<file path="src/rtl/decode_stage.sv">
// RV32I decode stage: instruction decode, 32x32 register file with write-back
// forwarding, and the ID/EX pipeline register with valid/ready flow control.
module decode_stage (
    input  logic        clk,
    input  logic        rst,
    input  logic        if_valid,
    input  logic [31:0] if_pc,
    input  logic [31:0] if_instruction,
    output logic        if_ready,
    input  logic        ex_ready,
    input  logic        flush,
    input  logic        wb_we,
    input  logic [4:0]  wb_rd,
    input  logic [31:0] wb_data,
    output logic        id_valid,
    output logic [31:0] id_pc,
    output logic [4:0]  id_rs1,
    output logic [4:0]  id_rs2,
    output logic [4:0]  id_rd,
    output logic [31:0] id_rs1_data,
    output logic [31:0] id_rs2_data,
    output logic [31:0] id_imm,
    output logic [2:0]  id_funct3,
    output logic [3:0]  id_alu_op,
    output logic        id_src_a_pc,
    output logic        id_src_b_imm,
    output logic        id_reg_write,
    output logic        id_is_load,
    output logic        id_is_store,
    output logic        id_is_branch,
    output logic        id_is_jump,
    output logic        id_illegal
);

    localparam int unsigned XLEN   = 32;
    localparam int unsigned REG_N  = 32;
    localparam int unsigned REG_AW = 5;

    localparam logic [6:0] OP_LUI    = 7'b0110111;
    localparam logic [6:0] OP_AUIPC  = 7'b0010111;
    localparam logic [6:0] OP_JAL    = 7'b1101111;
    localparam logic [6:0] OP_JALR   = 7'b1100111;
    localparam logic [6:0] OP_BRANCH = 7'b1100011;
    localparam logic [6:0] OP_LOAD   = 7'b0000011;
    localparam logic [6:0] OP_STORE  = 7'b0100011;
    localparam logic [6:0] OP_OPIMM  = 7'b0010011;
    localparam logic [6:0] OP_OP     = 7'b0110011;

    localparam logic [6:0] F7_ZERO = 7'b0000000;
    localparam logic [6:0] F7_ALT  = 7'b0100000;

    localparam logic [3:0] ALU_ADD   = 4'd0;
    localparam logic [3:0] ALU_SUB   = 4'd1;
    localparam logic [3:0] ALU_SLL   = 4'd2;
    localparam logic [3:0] ALU_SLT   = 4'd3;
    localparam logic [3:0] ALU_SLTU  = 4'd4;
    localparam logic [3:0] ALU_XOR   = 4'd5;
    localparam logic [3:0] ALU_SRL   = 4'd6;
    localparam logic [3:0] ALU_SRA   = 4'd7;
    localparam logic [3:0] ALU_OR    = 4'd8;
    localparam logic [3:0] ALU_AND   = 4'd9;
    localparam logic [3:0] ALU_PASSB = 4'd10;

    typedef struct packed {
        logic              valid;
        logic [XLEN-1:0]   pc;
        logic [REG_AW-1:0] rs1;
        logic [REG_AW-1:0] rs2;
        logic [REG_AW-1:0] rd;
        logic [XLEN-1:0]   rs1_data;
        logic [XLEN-1:0]   rs2_data;
        logic [XLEN-1:0]   imm;
        logic [2:0]        funct3;
        logic [3:0]        alu_op;
        logic              src_a_pc;
        logic              src_b_imm;
        logic              reg_write;
        logic              is_load;
        logic              is_store;
        logic              is_branch;
        logic              is_jump;
        logic              illegal;
    } idex_t;

    idex_t             id_q, id_d, dec;
    logic [XLEN-1:0]   rf_q [REG_N];
    logic              xfer;
    logic              legal;
    logic [6:0]        opcode;
    logic [2:0]        funct3;
    logic [6:0]        funct7;
    logic [XLEN-1:0]   imm_i, imm_s, imm_b, imm_u, imm_j;

    // Shared funct3 -> ALU op map for OP and OP-IMM; alt selects SUB/SRA.
    function automatic logic [3:0] alu_of(input logic [2:0] f3, input logic alt);
        case (f3)
            3'd0:    alu_of = alt ? ALU_SUB : ALU_ADD;
            3'd1:    alu_of = ALU_SLL;
            3'd2:    alu_of = ALU_SLT;
            3'd3:    alu_of = ALU_SLTU;
            3'd4:    alu_of = ALU_XOR;
            3'd5:    alu_of = alt ? ALU_SRA : ALU_SRL;
            3'd6:    alu_of = ALU_OR;
            default: alu_of = ALU_AND;
        endcase
    endfunction

    assign if_ready = !id_q.valid || ex_ready;
    assign xfer     = if_valid && if_ready;

    assign opcode = if_instruction[6:0];
    assign funct3 = if_instruction[14:12];
    assign funct7 = if_instruction[31:25];

    assign imm_i = {{20{if_instruction[31]}}, if_instruction[31:20]};
    assign imm_s = {{20{if_instruction[31]}}, if_instruction[31:25], if_instruction[11:7]};
    assign imm_b = {{19{if_instruction[31]}}, if_instruction[31], if_instruction[7],
                    if_instruction[30:25], if_instruction[11:8], 1'b0};
    assign imm_u = {if_instruction[31:12], 12'b0};
    assign imm_j = {{11{if_instruction[31]}}, if_instruction[31], if_instruction[19:12],
                    if_instruction[20], if_instruction[30:21], 1'b0};

    // Combinational decode of the offered instruction, including operand read.
    always_comb begin
        dec        = '0;
        legal      = 1'b1;
        dec.valid  = 1'b1;
        dec.pc     = if_pc;
        dec.rs1    = if_instruction[19:15];
        dec.rs2    = if_instruction[24:20];
        dec.rd     = if_instruction[11:7];
        dec.funct3 = funct3;
        case (opcode)
            OP_LUI: begin
                dec.imm = imm_u; dec.alu_op = ALU_PASSB;
                dec.src_b_imm = 1'b1; dec.reg_write = 1'b1;
            end
            OP_AUIPC: begin
                dec.imm = imm_u; dec.alu_op = ALU_ADD; dec.src_a_pc = 1'b1;
                dec.src_b_imm = 1'b1; dec.reg_write = 1'b1;
            end
            OP_JAL: begin
                dec.imm = imm_j; dec.alu_op = ALU_ADD; dec.src_a_pc = 1'b1;
                dec.is_jump = 1'b1; dec.reg_write = 1'b1;
            end
            OP_JALR: begin
                dec.imm = imm_i; dec.alu_op = ALU_ADD; dec.src_a_pc = 1'b1;
                dec.is_jump = 1'b1; dec.reg_write = 1'b1;
                legal = (funct3 == 3'd0);
            end
            OP_BRANCH: begin
                dec.imm = imm_b; dec.is_branch = 1'b1;
                case (funct3[2:1])
                    2'b00:   dec.alu_op = ALU_SUB;
                    2'b10:   dec.alu_op = ALU_SLT;
                    2'b11:   dec.alu_op = ALU_SLTU;
                    default: legal = 1'b0;
                endcase
            end
            OP_LOAD: begin
                dec.imm = imm_i; dec.alu_op = ALU_ADD; dec.src_b_imm = 1'b1;
                dec.is_load = 1'b1; dec.reg_write = 1'b1;
                legal = (funct3 != 3'd3) && (funct3 != 3'd6) && (funct3 != 3'd7);
            end
            OP_STORE: begin
                dec.imm = imm_s; dec.alu_op = ALU_ADD; dec.src_b_imm = 1'b1;
                dec.is_store = 1'b1;
                legal = (funct3 == 3'd0) || (funct3 == 3'd1) || (funct3 == 3'd2);
            end
            OP_OPIMM: begin
                dec.imm = imm_i; dec.src_b_imm = 1'b1; dec.reg_write = 1'b1;
                dec.alu_op = alu_of(funct3, (funct3 == 3'd5) && funct7[5]);
                if (funct3 == 3'd1) legal = (funct7 == F7_ZERO);
                if (funct3 == 3'd5) legal = (funct7 == F7_ZERO) || (funct7 == F7_ALT);
            end
            OP_OP: begin
                dec.reg_write = 1'b1;
                dec.alu_op = alu_of(funct3, funct7[5]);
                legal = (funct7 == F7_ZERO) ||
                        ((funct7 == F7_ALT) && ((funct3 == 3'd0) || (funct3 == 3'd5)));
            end
            default: legal = 1'b0;
        endcase
        if (!legal) begin
            dec.illegal   = 1'b1;
            dec.reg_write = 1'b0;
            dec.is_load   = 1'b0;
            dec.is_store  = 1'b0;
            dec.is_branch = 1'b0;
            dec.is_jump   = 1'b0;
        end
        if (dec.rd == 5'd0) dec.reg_write = 1'b0;
        // Same-cycle write-back bypasses the register file read.
        if (dec.rs1 == 5'd0)                    dec.rs1_data = '0;
        else if (wb_we && (wb_rd == dec.rs1))   dec.rs1_data = wb_data;
        else                                    dec.rs1_data = rf_q[dec.rs1];
        if (dec.rs2 == 5'd0)                    dec.rs2_data = '0;
        else if (wb_we && (wb_rd == dec.rs2))   dec.rs2_data = wb_data;
        else                                    dec.rs2_data = rf_q[dec.rs2];
    end

    // ID/EX next state: flush beats transfer, transfer beats drain/hold.
    always_comb begin
        id_d = id_q;
        if (flush)         id_d.valid = 1'b0;
        else if (xfer)     id_d = dec;
        else if (ex_ready) id_d.valid = 1'b0;
    end

    always_ff @(posedge clk or posedge rst) begin
        if (rst) id_q <= '0;
        else     id_q <= id_d;
    end

    always_ff @(posedge clk or posedge rst) begin
        if (rst) begin
            for (int i = 0; i < REG_N; i++) rf_q[i] <= '0;
        end else if (wb_we && (wb_rd != 5'd0)) begin
            rf_q[wb_rd] <= wb_data;
        end
    end

    assign id_valid     = id_q.valid;
    assign id_pc        = id_q.pc;
    assign id_rs1       = id_q.rs1;
    assign id_rs2       = id_q.rs2;
    assign id_rd        = id_q.rd;
    assign id_rs1_data  = id_q.rs1_data;
    assign id_rs2_data  = id_q.rs2_data;
    assign id_imm       = id_q.imm;
    assign id_funct3    = id_q.funct3;
    assign id_alu_op    = id_q.alu_op;
    assign id_src_a_pc  = id_q.src_a_pc;
    assign id_src_b_imm = id_q.src_b_imm;
    assign id_reg_write = id_q.reg_write;
    assign id_is_load   = id_q.is_load;
    assign id_is_store  = id_q.is_store;
    assign id_is_branch = id_q.is_branch;
    assign id_is_jump   = id_q.is_jump;
    assign id_illegal   = id_q.illegal;

endmodule

</file>
<file path="config.mk">
export PLATFORM = sky130hd
export DESIGN_NAME = decode_stage
export DESIGN_NICKNAME = d
export VERILOG_FILES = /design/src/rtl/decode_stage.sv
export SDC_FILE = /design/constraint.sdc
export NUM_CORES = 2
export LEC_CHECK = 0
export BUFFER_PORTS_ARGS = -buffer_cell sky130_fd_sc_hd__buf_2
export CAP_MARGIN = 20
export CORE_MARGIN = 2
export CORE_UTILIZATION = 55
export CTS_CLUSTER_SIZE = 25
export DETAILED_ROUTE_END_ITERATION = 8
export PLACE_DENSITY = 0.75
export SETUP_SLACK_MARGIN = 0.5
export SLEW_MARGIN = 0
export SYNTH_ARGS = -nofsm -noshare
export SYNTH_HDL_FRONTEND = slang
export SYNTH_SLANG_ARGS = --single-unit
</file>
<file path="constraint.sdc">
create_clock -name clk -period 36.3 [get_ports clk]
set_clock_uncertainty 0.1 [all_clocks]
set_input_delay 1.815 -clock clk [delete_from_list [all_inputs] [get_ports clk]]
set_output_delay 1.815 -clock clk [all_outputs]
set_load 0.01 [all_outputs]
</file>
==> results.toml <==
[status]
outcome = "finished clean"

[drt]
via_to_cell_ratio = 7.06
detailedRoute.firstIterationViolations = 4981
wirelength_per_cell_microns = 32.9
antenna_left = 0
detail_route.wirelength_mm = 191
drt_pre_antenna_iters = 8
route.detailed.drc = 0
total_via_count_after_detailed_routing = 41000

[synthesis]
ys_async_sr_fraction_pct = 100
synth_edf_count = 0
synth.lib_cells_used.distinct = 63
netlist_area_sq_um = 60800
synth_top_flop_cell = "sky130_fd_sc_hd__dfrtp_1"
syn-num-nets = 4313
ys_seq_area_share_pct = 48.7
total_of_flip_flops_plus_latches_after_synthesis = 1183
synth-warning-count = 0
postSynthAreaPerCell_sq_um = 14.4
synthesis.instances = 4206

[floorplanning]
initial_core_util_pct = 55.7
core_sq_um = 109000
die_height_microns = 336
floorplan.rows = 121
design.portCount = 267
die_w_microns = 336
die_area_sq_um = 113000

[power]
power.ir.vdd_worst_mv = 0.0481
leakagePower_nw = 29.6
cellInternalPower_mw = 2.74
power.share.switching_pct = 27.5
p_seq_share_pct = 46.5
power.switching_mw = 1.04
clkPwrFrac_pct = 34.1
p_per_area_nw_per_um2 = 56.4
design_power_total_mw = 3.77
p_comb_share_pct = 19.4

[sta]
finalSetupTns_ps = 0
post-route-min-period_ps = 5280
worst-slew-pin-transition_ps = 1250
fin_crit_sh_pct = 14.5
fmaxAchievable_mhz = 190
final-hold-violation-count = 0
setup_violations = 0
rsz_0062_raised_after_global_routing = "no"
timing.final.max_slew_violations = 0
slew_headroom_pct = 16.6

[clock_tree]
clock_tree_from_tritoncts = "yes"
worstSkewPairLatency_ps = 730
htree_levels = 3
cts-root-buf = "sky130_fd_sc_hd__clkbuf_16"
cts_inserted_buffers = 120
worst_setup_hold_path_clk_slew_ps = 60
ctsResizeCount = 0
cts_buffer_depth = 3
post_cts_hold_buffer_count = 0
cts_sinks = 1183
post_cts_buffers = 0

[setup_path]
r2r_slack_ps = 33150
setup.worst_path.start_class = "input port"
critPathArrivalTime_ps = 5910
critical-path-top-delay-family = "buffers and inverters"
crit_path_max_fanout = 121
critical_path_required_ps = 36930
worst-setup-path-type = "in2async"
slowest_stage = "sky130_fd_sc_hd__buf_4"
max_stage_delay_ps = 860
cp_common_cell = "sky130_fd_sc_hd__buf_4"
critical_path_buf_inv_count = 6
crit_path_cell_trace = "buf_2, inv_8, buf_4, buf_4, buf_4, buf_4"
critical_path.endpoint_type = "async pin"

[placed_design]
number_of_placed_instances_with_taps_included = 5575
buffer_ports.inserted = 266
gp_congestion = 0.870
dp_hpwl_mm = 104

[finish]
final_core_utilization_pct = 61.3
layout.cells.most_common = "sky130_fd_sc_hd__dfrtp_1"
most-common-layout-cells = "sky130_fd_sc_hd__dfrtp_1, sky130_fd_sc_hd__mux2_2, sky130_fd_sc_hd__mux4_2"
finalNonFillerCells = 5801
flow.area_growth_from_synthesis_pct = 10.2
post_route_cells_drive_above_1_share_pct = 48.7
final_nets = 4329

[min_path]
hold_path.class = "reg2reg"

[global_route]
grt_pass1_vias = 40900
grt_max_degree = 183
grt-ovfl-total = 0
grt_pass1_wl_mm = 279
antenna_found_initial = 7
groute.usage.overall_pct = 33.8

[run]
maxCapViolations = 0
## cells in the mapped netlist, types with 34 or more instances
master | n | area share (%)
sky130_fd_sc_hd__nor2_1 | 62 | 0.38
sky130_fd_sc_hd__a22oi_1 | 85 | 1.1
sky130_fd_sc_hd__mux2i_1 | 156 | 2.6
sky130_fd_sc_hd__nand2_1 | 258 | 1.6
sky130_fd_sc_hd__dfrtp_1 | 1183 | 49
sky130_fd_sc_hd__buf_1 | 64 | 0.40
sky130_fd_sc_hd__clkbuf_1 | 258 | 1.6
sky130_fd_sc_hd__a21oi_1 | 54 | 0.44
sky130_fd_sc_hd__o21ai_0 | 62 | 0.51
sky130_fd_sc_hd__mux4_2 | 473 | 18
sky130_fd_sc_hd__mux2_2 | 1019 | 19
sky130_fd_sc_hd__buf_2 | 84 | 0.69
sky130_fd_sc_hd__o221ai_1 | 34 | 0.49
sky130_fd_sc_hd__inv_1 | 38 | 0.23
## stage by stage
step / worst slack [ps] / hold WS [ps] / cell area (sq um)
5_1_grt: 30380 / 311 / 67000
3_3_place_gp: 30140 / 277 / 62800
4_1_cts: 30860 / 299 / 66900
2_1_floorplan: 1060 / 341 / 60800
6_report: 31020 / 299 / 67000
3_5_place_dp: 30070 / 286 / 62800
## final cells by class
class / instances / area, sq um
fillers: 8062 / 42200
flip-flops and latches: 1183 / 29600
multi-input cells: 2522 / 29100
clock buffers: 183 / 3630
repair buffers: 356 / 2130
well taps: 1476 / 1850
clock inverters: 38 / 480
inverters: 39 / 154
diodes: 4 / 10.0
## sequential cells by signal (all words and copies together), names as in the netlist
name,cells
id_is_store,1
id_is_jump,1
id_rs2_data,32
id_valid,1
id_imm,32
id_rd,5
id_src_b_imm,1
rf_q,1024
id_is_branch,1
id_funct3,3
id_rs1,5
id_src_a_pc,1
id_rs1_data,32
id_reg_write,1
id_alu_op,4
id_is_load,1
id_rs2,5
id_pc,32
id_illegal,1
## logic make-up after synthesis
logic type | after synthesis | share of synthesized area (%)
multiplexers | 1648 | 39.0
flip-flops | 1183 | 48.7
buffers and inverters | 501 | 3.76
AO/OA/AOI/OAI | 448 | 5.35
AND/OR/NAND/NOR | 416 | 3.03
XOR/XNOR | 10 | 0.144
## power by group through the flow
stage,Clock [mW],Combinational [mW],Sequential (mW)
floorplan,0,0.558,1.71
global placement,0,0.706,1.75
detailed placement,0,0.725,1.77
CTS,1.30,0.729,1.75
global route,1.35,0.781,1.78
finish,1.29,0.731,1.75
## worst reg2reg max path: cells and delay by family (launching register included)
| family | cells | cell delay [ps] |
|---|---|---|
| AO/OA/AOI/OAI | 2 | 370 |
| buffers and inverters | 2 | 1300 |
| flip-flops | 1 | 370 |
| AND/OR/NAND/NOR | 3 | 920 |
## routing by layer
| layer | wire [microns] | vias up | GRT usage, % | part of all wire, % |
|---|---|---|---|---|
| met3 | 21600 | 504 | 8.36 | 11 |
| met2 | 86800 | 2554 | 51.5 | 46 |
| met5 | 11 | - | 0 | 0.0058 |
| li1 | - | 16100 | - | - |
| met4 | 8720 | 2 | 14.4 | 4.6 |
| met1 | 73500 | 21800 | 46.7 | 39 |
## path summary, 6_finish.rpt
kind | from | end | depth (start not counted)
max | rst | id_rs2_data[11]$_DFFE_PP0P_ | 6
max reg2reg | id_valid$_DFFE_PP0P_ | id_rs1_data[13]$_DFFE_PP0P_ | 7
min reg2reg | rf_q[1006]$_DFFE_PP0P_ | rf_q[1006]$_DFFE_PP0P_ | 0
min in group asynchronous | rst | id_imm[29]$_DFFE_PP0P_ | 2
min | rf_q[1006]$_DFFE_PP0P_ | rf_q[1006]$_DFFE_PP0P_ | 0
max in group clk | if_instruction[17] | id_rs1_data[18]$_DFFE_PP0P_ | 8
Power figures use the tool's default switching activity.
